`config.mk`:
```
export PLATFORM = sky130hd
export DESIGN_NAME = adc_accumulator
export DESIGN_NICKNAME = d
export VERILOG_FILES = /design/src/rtl/spgd_pkg.sv /design/src/rtl/adc_accumulator.sv
export SDC_FILE = /design/constraint.sdc
export NUM_CORES = 1
export LEC_CHECK = 0
export ABC_AREA = 1
export BUFFER_PORTS_ARGS = -buffer_cell sky130_fd_sc_hd__buf_2
export CORE_MARGIN = 2
export CORE_UTILIZATION = 30
export CTS_CLUSTER_SIZE = 20
export DETAILED_ROUTE_END_ITERATION = 16
export PLACE_DENSITY_LB_ADDON = 0.15
export SLEW_MARGIN = 30
export SYNTH_ARGS = -nofsm -noshare
export SYNTH_HDL_FRONTEND = slang
export SYNTH_SLANG_ARGS = --single-unit
```
`constraint.sdc`:
```
create_clock -name adc_clk -period 4 [get_ports adc_clk]
set_input_delay 0.6 -clock adc_clk [delete_from_list [all_inputs] [get_ports adc_clk]]
set_output_delay 0.6 -clock adc_clk [all_outputs]
set_load 0.01 [all_outputs]
```
`src/rtl/spgd_pkg.sv`:
```
// Shared definitions for the SPGD acquisition path: default sample geometry,
// accumulator width derivation and the accumulator state encoding.
package spgd_pkg;

    localparam int SPGD_DATA_W = 14;
    localparam int SPGD_N_LOG2 = 10;

    typedef enum logic [1:0] {
        ACC_IDLE = 2'd0,
        ACC_RUN  = 2'd1,
        ACC_DONE = 2'd2
    } acc_state_t;

    // N samples of DATA_W bits each can grow the sum by at most N_LOG2 bits.
    function automatic int acc_width(input int data_w, input int n_log2);
        return data_w + n_log2;
    endfunction

endpackage

```
`src/rtl/adc_accumulator.sv`:
```
// Block integrator for signed ADC samples: sums 2^N_LOG2 samples, freezes the
// sum behind `done`, and hands it to the sequencer through `metric`.
module adc_accumulator
    import spgd_pkg::*;
#(
    parameter int DATA_W = SPGD_DATA_W,
    parameter int N_LOG2 = SPGD_N_LOG2,
    parameter int ACC_W  = acc_width(DATA_W, N_LOG2)
) (
    input  logic                     adc_clk,
    input  logic                     rst_n,
    input  logic                     enable,
    input  logic signed [DATA_W-1:0] adc_data,
    input  logic                     reg_write,
    input  logic                     adc_rst,
    output logic                     done,
    output logic signed [ACC_W-1:0]  metric,
    output logic                     metric_valid,
    output logic [N_LOG2-1:0]        sample_cnt
);

    localparam logic [N_LOG2-1:0] CNT_LAST = '1;

    acc_state_t              state_reg;
    acc_state_t              state_next;
    logic signed [ACC_W-1:0] acc_reg;
    logic signed [ACC_W-1:0] acc_next;
    logic signed [ACC_W-1:0] sample_ext;
    logic [N_LOG2-1:0]       cnt_reg;
    logic [N_LOG2-1:0]       cnt_next;
    logic                    capture;
    logic                    done_next;

    assign sample_ext = {{(ACC_W - DATA_W){adc_data[DATA_W-1]}}, adc_data};

    // Next-state and datapath decisions; enable overrides every strobe.
    always_comb begin
        state_next = state_reg;
        acc_next   = acc_reg;
        cnt_next   = cnt_reg;
        capture    = 1'b0;
        if (!enable) begin
            state_next = ACC_IDLE;
            acc_next   = '0;
            cnt_next   = '0;
        end else begin
            case (state_reg)
                ACC_IDLE: begin
                    state_next = ACC_RUN;
                    acc_next   = '0;
                    cnt_next   = '0;
                end
                ACC_RUN: begin
                    if (adc_rst) begin
                        acc_next = '0;
                        cnt_next = '0;
                    end else begin
                        acc_next = acc_reg + sample_ext;
                        cnt_next = cnt_reg + 1'b1;
                        if (cnt_reg == CNT_LAST) begin
                            state_next = ACC_DONE;
                        end
                    end
                end
                ACC_DONE: begin
                    // Capture reads acc_reg, so a same-cycle clear still
                    // delivers the finished block sum.
                    capture = reg_write;
                    if (adc_rst) begin
                        state_next = ACC_RUN;
                        acc_next   = '0;
                        cnt_next   = '0;
                    end
                end
                default: begin
                    state_next = ACC_IDLE;
                    acc_next   = '0;
                    cnt_next   = '0;
                end
            endcase
        end
        done_next = (state_next == ACC_DONE);
    end

    always_ff @(posedge adc_clk or negedge rst_n) begin
        if (!rst_n) begin
            state_reg <= ACC_IDLE;
            done      <= 1'b0;
        end else begin
            state_reg <= state_next;
            done      <= done_next;
        end
    end

    always_ff @(posedge adc_clk or negedge rst_n) begin
        if (!rst_n) begin
            acc_reg      <= '0;
            cnt_reg      <= '0;
            metric       <= '0;
            metric_valid <= 1'b0;
        end else begin
            acc_reg      <= acc_next;
            cnt_reg      <= cnt_next;
            metric_valid <= capture;
            if (capture) begin
                metric <= acc_reg;
            end
        end
    end

    assign sample_cnt = cnt_reg;

endmodule

```
* Word-level counts from Yosys, hierarchy flattened *
Cells that the tools add are included.
W data, S select, Z words.

word-level totals
  flip-flop bits (word level) = 62
  latch bits = 0
  ROM bits = 0
  memory bits (writable) = 0
  output and inout bits = 36
  memories kept = 0

operators by class
  $add $sub $neg = 2
  shift operators = 0
  reductions and logical operators = 1
  order comparisons = 0
  equality and inequality tests = 5
  divide/modulo/power cells = 0
  multiply operators = 0
  bitwise logic cells = 0
  muxes and demuxes = 15

operator list
  kind                     count
  $mux W24                 3
  $pmux W24 S2             1
  $mux W10                 3
  $add A24 B14 Y24         1
  $pmux W10 S2             1
  $add A10 B1 Y10 const B  1
  $eq A10 B10 Y1 const B   1
  $mux W2                  4
  $pmux W2 S3              1
  $eq A2 B2 Y1 const B     2
  $ne A3 B3 Y1 const B     1
  $eq A2 B1 Y1 const B     1
  $logic_not A2 Y1         1
  $mux W1                  2

* Logic depth before layout (Yosys ltp) *
Gate-level depths: netlist of the first run.

  depth after elaboration = 6
  gate-level depth with buffers = 13
  depth with buffers taken out = 13

* Worst setup path after synthesis of the first run *
OpenSTA, ideal clock, no wires.

  kind = input to register
  from = input port adc_data[0]
  to = register acc_reg[16]
  setup slack = 2.004 ns
  library setup time = 0.118 ns
  arrival = 1.878 ns
  cell stages on the path = 12
  path buffers = 0
  cells stage by stage = ha_1 -> fa_1 -> nand2_1 -> inv_1 -> nand2_1 -> nand2_1 -> nand2_1 -> nand2_2 -> nand3_1 -> nand3b_1 -> nand3_1 -> nand2_1

between the ends
  longest elaborated chain between the ends = 4

RTL lines
  item                    RTL line                text
  start: declaration      adc_accumulator.sv:13   input logic signed [DATA_W-1:0] adc_data,
  $add A24 B14 Y24        adc_accumulator.sv:58   acc_next = acc_reg + sample_ext;
  $mux W24                adc_accumulator.sv:54   if (adc_rst) begin
  $pmux W24 S2            adc_accumulator.sv:47   case (state_reg)
  $mux W24                adc_accumulator.sv:42   if (!enable) begin
  end signal: assignment  adc_accumulator.sv:102  acc_reg <= acc_next;
  end: declaration        adc_accumulator.sv:26   logic signed [ACC_W-1:0] acc_reg;

No other way between the ends.
A chain may end at the register's enable or synchronous reset.

* Worst setup path after layout of the first run *
  from = register state_reg[1]
  to = register cnt_reg[8], in the netlist sample_cnt[8]

between the ends
  longest elaborated chain between the ends = 3

RTL lines
  item                                          RTL line                text
  start: declaration                            adc_accumulator.sv:24   acc_state_t state_reg;
  start signal: assignment                      adc_accumulator.sv:90   state_reg <= state_next;
  $eq A2 B2 Y1 or $eq A2 B1 Y1 (tied branches)  adc_accumulator.sv:47
  $pmux W10 S2                                  adc_accumulator.sv:47
  $mux W10                                      adc_accumulator.sv:42
  end signal: assignment                        adc_accumulator.sv:103  cnt_reg <= cnt_next;
  end: declaration                              adc_accumulator.sv:29   logic [N_LOG2-1:0] cnt_reg;

Parallel ways exist; a longest one is shown, timed or not.

==> results of run 1 <==
[cell families (layout without fill, tap and decap cells)]
group,after synthesis,in the layout,share of synthesized area
compound gates,67,67,0.0857
fa+ha+maj,25,25,0.0772
simple gates,342,342,0.350
flops,62,62,0.374
xor+xnor,5,5,0.0106
buf+inv,110,171,0.102
[cell type report]
type | count | area, um^2 | area share
flip-flops and latches | 62 | 1550 | 0.316
clock buffers | 12 | 267 | 0.0542
inverters | 100 | 375 | 0.0764
multi-input cells | 439 | 2170 | 0.442
clock inverters | 3 | 42.5 | 0.00866
well taps | 176 | 220 | 0.0448
repair buffers | 56 | 285 | 0.0581
[critical path: stages (launching register included)]
cell and delay (ns):
dfrtp_1 0.37, inv_1 0.12, nand4_1 0.45, inv_1 0.77, nor2_1 0.22, nor3_1 0.23
[where the power goes]
part | internal (W) | leakage (nW) | switching (W)
logic | 0.0000656 | 1.79 | 0.000134
registers | 0.000642 | 0.857 | 0.0000149
clock network | 0.000528 | 0.151 | 0.000280
total | 0.00123 | 2.80 | 0.000428
[per-stage QoR]
stage,cells,util,cell area (um^2),power (W)
CTS,848,0.368,4910,0.00169
global route,848,0.368,4910,0.00175
finish,848,0.368,4910,0.00166
global placement,833,0.345,4600,0.000865
detailed placement,833,0.345,4600,0.000868
floorplan,611,-,4150,0.000797
[per-layer routing]
| metal | track usage | share of wire | up-vias |
|---|---|---|---|
| li1 | - | - | 2021 |
| met1 | 0.207 | 0.49 | 1734 |
| met2 | 0.259 | 0.45 | 68 |
| met3 | 0.0421 | 0.049 | 9 |
| met4 | 0.0560 | 0.013 | 0 |
| met5 | 0 | 0 | - |
[cell usage in the layout, fill, tap and decap left out]
master / synthesis / final
clkbuf_16: 0 / 9
nand2_2: 12 / 12
xor2_1: 5 / 5
inv_2: 5 / 5
fa_1: 1 / 1
nor3_1: 8 / 8
a21o_1: 1 / 1
nand3_1: 32 / 32
o31ai_1: 1 / 1
nor2_2: 9 / 9
dfrtp_1: 62 / 62
nand4_1: 7 / 7
ha_1: 24 / 24
buf_4: 1 / 2
clkinv_2: 0 / 1
nand2_1: 227 / 227
nor2_1: 37 / 37
nand3_2: 2 / 2
o21ai_0: 27 / 27
a21oi_2: 2 / 2
and2_1: 2 / 2
bufinv_16: 0 / 1
a21oi_1: 26 / 26
nor2_4: 3 / 3
o22ai_1: 3 / 3
clkbuf_8: 0 / 3
inv_1: 95 / 95
and3_1: 1 / 1
or2_1: 1 / 1
o21ai_1: 6 / 6
nand3b_1: 1 / 1
a22o_1: 1 / 1
clkinvlp_4: 0 / 1
buf_2: 5 / 54
[final timing paths]
check / start / to / slack, ns / depth (start not counted)
setup / recovery: state_reg[1] / sample_cnt[8] / 1.74 / 5
hold reg to reg: metric[11] / metric[11] / 0.47 / 2
hold / removal: rst_n / acc_reg[22] / 0.24 / 1
min in group adc_clk: metric[11] / metric[11] / 0.47 / 2
setup reg to reg: state_reg[1] / sample_cnt[8] / 1.74 / 5
max in group asynchronous: rst_n / metric[7] / 2.82 / 2
==> reports/results.txt, run 1 <==
During placement, the flow inserted port buffers numbering 54. The detailed-route wire length per cell is 12.8 um. For the largest buffer count on any clock path, the log shows 2. The number of warnings reported in the yosys synthesis log was 0; the post-synthesis net count was 655. The run gives 0.374 as the proportion of synthesized chip area in sequential cells. The tools report the type of element capturing the critical path as a flop.

The synthesized design spends more area on one cell type than any other, namely dfrtp_1. The congestion estimate from routability-driven global placement came to 0.874. The synthesis-to-layout area growth works out to 18.5%.

Number of slew-limit violations in the final report: 0. For this design the static power due to leakage is 2.80 nW. Detailed placement finished with a half-perimeter wire length of 8250 um.

The starting density of the core came out at 0.311. The hold violation count in the final report came out at 0. The final-stage net count was 712; the final critical-path share of the clock period was 0.566.

Yosys attributes the largest share of cell area to dfrtp_1, nand2_1, inv_1. After detailed routing, the total wire length is 10,900 um. The run finished with clean final reports.

The critical path is of the reg -> reg type. For the worst-skew pair, the clock arrives at the later sink with an insertion delay of 0.34 ns. 55 I/O pins were placed.

The minimum clock period after layout was 2.26 ns. Counting instances in the post-synthesis netlist gives the leading cell types as nand2_1, inv_1, dfrtp_1, nor2_1, nand3_1. After routing, the total negative slack on setup checks comes to 0 ns.

The first global-routing pass estimated 18,200 um of wire. The logs give 3,777 for the number of global-route vias before repair and 1,462 for the filler cell count. Maximum vdd ir drop: 0.150 mV. Share of synthesized flip-flops with an asynchronous set or reset: 1.00. Worst slew slack as a fraction of its limit: 0.490. Counting every sink on the clock net gives 62. The number of antenna violations at the first check in global routing is 0. The logs give 0.160 for the overall global routing resource usage and 0 for the hold buffer count at cts.

The routed layout has 3,832 vias. Row count: 42. Clock-pin slew was measured on the worst setup and hold paths at 0.05 ns. The H-tree depth was 3.

The worst setup path is launched from a flop. The core region is 13,300 um^2. The floorplan step set the die height to 122 um. The cell area that synthesis handed to floorplanning was 4150 um^2. The full die area was 14,800 um^2; the mean post-synth cell area was 6.79 um^2. The share of cells above drive strength 1 works out to 0.155. The dominant synthesized flop cell is dfrtp_1. The highest achievable clock rate is 442 MHz, and the distinct cell type count of the synthesized netlist is 30.

In this run, synthesis produced a sequential element count of 62. The run gives 0 as the buffer count from post-CTS setup fixing. The data arrival time of the critical path is 2.51 ns, and the largest fanout of any net on the critical path is 20. The die outline width came out at 122 um. The most common cell in the synthesized netlist is nand2_1.

The tightest min-delay check is of the in -> async type. The number of cells produced by synthesis was 611; the largest net degree at the start of global routing was 42. TritonCTS built the clock tree. Using the TritonRoute via totals, the vias-per-cell ratio works out to 4.52. The final number of setup-violating endpoints is 0, and the residual antenna-violating net count after detailed routing is 0. The number of antenna diodes in the final layout is 0. The transition time of the tightest slew-check pin works out to 0.764 ns. CTS placed an instance of clkbuf_16 at the clock tree root.

Across all setup checks in the final design, the least slack found is 1.74 ns. Setup repair after global routing left no endpoint under its margin. The final routed DRC violation total was 0; the TritonCTS buffer count was 9. Across the run, the number of max-cap violations was 0. The top cell type's share of synthesized area is 0.374. Before antenna repair, the detailed router went through 4 iterations. Number of gates resized after cts: 0.

The synthesized design contains 0 enable-type register cells. The tightest hold path in the finished design has a slack of 0.236 ns. The data required time at the worst endpoint came out at 4.25 ns. The logs give 1.44 ns for the placement-stage worst setup slack and 0.00632 ns for the setup clock skew after layout.

The total power divided by cell area works out to 339 nW/um^2. The total overflow left after global routing is 0. After the first detailed-routing iteration, the DRC count stood at 157.
No activity file was read; power rests on OpenSTA's default activity.
==> run 2, diff against run 1 <==
- clock period: 4 -> 1.89 ns (I/O delays scaled with it)
==> run 2 against run 1 <==
  * Combinational power is 140% higher
  * Sequential power is 110% higher
  * Clock-buffer cell count is 1 lower
  * Clock skew is 0.0024 ns higher
  * Worst setup slack worse by 1.6 ns
  * Largest power group unchanged
==> reports/results.txt, run 2 (synthesized netlist as in run 1, its figures left out) <==
The y dimension of the die was 122 um (unchanged). The logic depth of the worst register-to-register path was 8 (+3); the least setup slack across all paths after layout was 0.110 ns (-1.63 ns). The total cell area at the placement stage was 4700 um^2 (+2.1%).

TritonCTS built the clock tree. The area growth from synthesis to layout is 25.9%. The final critical-path share of the clock period is 0.942 (+0.376). The weighted congestion reported at the end of routability-driven placement came out at 0.862 (-1.3%). The run gives 724 (+1.7%) as the final-stage net count. Total of max-cap violations: 0 (unchanged). The overall power consumption was 0.00401 W (+140%). The path class of the tightest hold or removal check is in -> reg.

The share of cells above drive strength 1 is 0.196 (+0.0409). The tools report the start point of the critical path as acc_reg[2]. The run gives 18,800 um (+3.0%) as the wire length of the first global-routing pass. The logs give 0.361 mV (+140%) for the maximum vdd ir drop and 0 ns (unchanged) for the accumulated negative setup slack.

The number of slew-limit violations in the final report was 0 (unchanged); the data required time at the worst endpoint was 2.12 ns (-2.13 ns). The row count came out at 42 (unchanged). The flow ran to the end, and the final reports show no timing, DRC or antenna violations. The run gives 131 (-17%) as the number of DRC violations after detailed-routing iteration 0. The clock sink count is 62 (unchanged).

The kind of critical path is reg -> reg. The tools report the starting density of the core as 0.311 (unchanged). The minimum clock period after layout is 1.78 ns (-0.483 ns), and the final number of setup-violating endpoints is 0 (unchanged). The remaining global-route overflow came out at 0 (unchanged). The total power divided by cell area is 768 nW/um^2 (+130%). In this design, the largest share of critical-path delay is due to simple AND/OR/NAND/NOR gates. STA classifies the critical path endpoint as a flop. Overall global routing resource usage: 0.167 (+0.00680). In the layout the commonest cells are nand2_1, inv_1, dfrtp_1. The tools report the full die area as 14,800 um^2 (unchanged).

The origin of the worst min-delay path is adc_rst. The placed wire-length estimate was 8390 um (+1.7%); the later-pin clock latency in the skew report was 0.35 ns (about the same). The worst hold slack across all endpoints is 0.212 ns (-0.0242 ns). The total via count in the routed design is 3,884 (+1.4%), and the transition time of the tightest slew-check pin is 0.537 ns (-0.227 ns).

For the residual antenna-violating net count after detailed routing, the log shows 0 (unchanged). The worst slew slack as a fraction of its limit came out at 0.642 (+0.152). The largest fanout of any net on the critical path was 5 (-75%). Count of input and output buffers: 54 (unchanged). The signal on the critical path passes through ha_1, or2_1, nand3_1, nand2_2, nand2_1, nand4_1, nand3_1, nand2_1.

Leaving out fill and tap cells, the most frequent cell in the layout is nand2_1. Final non-filler cell area: 5220 um^2 (+6.3%). Master cell of the clock root buffer: clkbuf_16. The delay of the slowest cell on the worst path is 0.40 ns (-0.37 ns), and the top-level port count is 55 (unchanged).

The tools report the detailed-route wire length as 11,300 um (+4.0%). The number of instances on the worst hold path came out at 4. The tools report the largest net degree at the start of global routing as 63 (+50%). The run gives 0 (unchanged) as the count of inserted antenna diode cells.

The clock transition at the register clock pins on the worst setup and hold paths after CTS works out to 0.06 ns (about the same). The hold violation count in the final report was 0 (unchanged); the post-detailed-route via-to-cell ratio was 4.51 (-0.17%). For the number of global-route vias before repair, the log shows 3,827 (+1.3%). The number of gates on the worst path with buffers counted is 8 (+3).

The detailed-route wire length per cell works out to 13.1 um (+2.5%). The buffer count from post-CTS setup fixing came out at 0 (unchanged). The largest buffer count on any clock path came out at 2 (unchanged). The placeable core region came out at 13,300 um^2 (unchanged). The setup clock skew after layout is 0.00868 ns (+0.00237 ns), and the final routed DRC violation total is 0 (unchanged). The logs give 3 (unchanged) for the H-tree depth and 5 (+1) for the count of TritonRoute iterations in the first routing pass.

The highest achievable clock rate was 562 MHz (+27%). The data arrival time of the critical path was 2.01 ns (-0.50 ns). The start of the worst register-to-register path is acc_reg[2]. The count of buffering cells on the critical path with inverters included was 0 (-2); the die outline width was 122 um (unchanged). The worst setup path is launched from a flop. The number of antenna violations at the first check in global routing came out at 0 (unchanged). The tools report the placement-stage worst setup slack as -0.0387 ns (-1.48 ns). The slowest stage of the critical path is the dfrtp_1 cell. The tools report the leakage dissipation as 2.88 nW (+2.9%). The TritonCTS buffer count came out at 9 (unchanged).
==> run 2: timing repair <==
action,4_1_cts,5_1_grt
pin swaps,0,1
hold buffers,1,0
resized for setup,1,23
hold endpoints to repair,62,0
gates cloned,0,0
endpoints found under the setup margin,1,14
==> run 2: metrics by stage <==
| step | util | std cells |
|---|---|---|
| 2_1_floorplan | - | 611 |
| 3_3_place_gp | 0.352 | 844 |
| 3_5_place_dp | 0.352 | 844 |
| 4_1_cts | 0.381 | 861 |
| 5_1_grt | 0.391 | 861 |
| 6_report | 0.391 | 861 |
==> run 2: cell type report <==
cell class / count / area [um^2]
sequential: 62 / 1550
tap: 176 / 220
clock inverter: 5 / 129
clock buffer: 11 / 253
timing repair buffer: 68 / 390
multi-input combinational: 439 / 2300
inverter: 100 / 375
fill: 1442 / 8130
==> run 2: layer usage <==
| layer | share of wire | global-route usage |
|---|---|---|
| met4 | 0.014 | 0.0496 |
| met2 | 0.46 | 0.268 |
| met3 | 0.043 | 0.0548 |
| met1 | 0.49 | 0.215 |
| met5 | 0 | 0 |
==> run 2: report_power, final <==
group	internal (W)	leakage [nW]	switching, W
sequential	0.00136	0.857	0.0000320
clock	0.00150	0.186	0.000648
combinational	0.000179	1.83	0.000296
==> run 2: worst paths after layout <==
check | slack [ns] | to
setup / recovery | 0.11 | acc_reg[23]
hold / removal | 0.21 | state_reg[1]
setup reg to reg | 0.11 | acc_reg[23]
hold reg to reg | 0.47 | metric[12]
max in group asynchronous | 1.12 | acc_reg[9]
min in group asynchronous | 0.48 | metric[20]
==> run 2: tightest hold or removal path, stage by stage <==
cell,delay (ns)
buf_2,0.10
a21oi_2,0.04
nand2_1,0.06
nor2_1,0.04
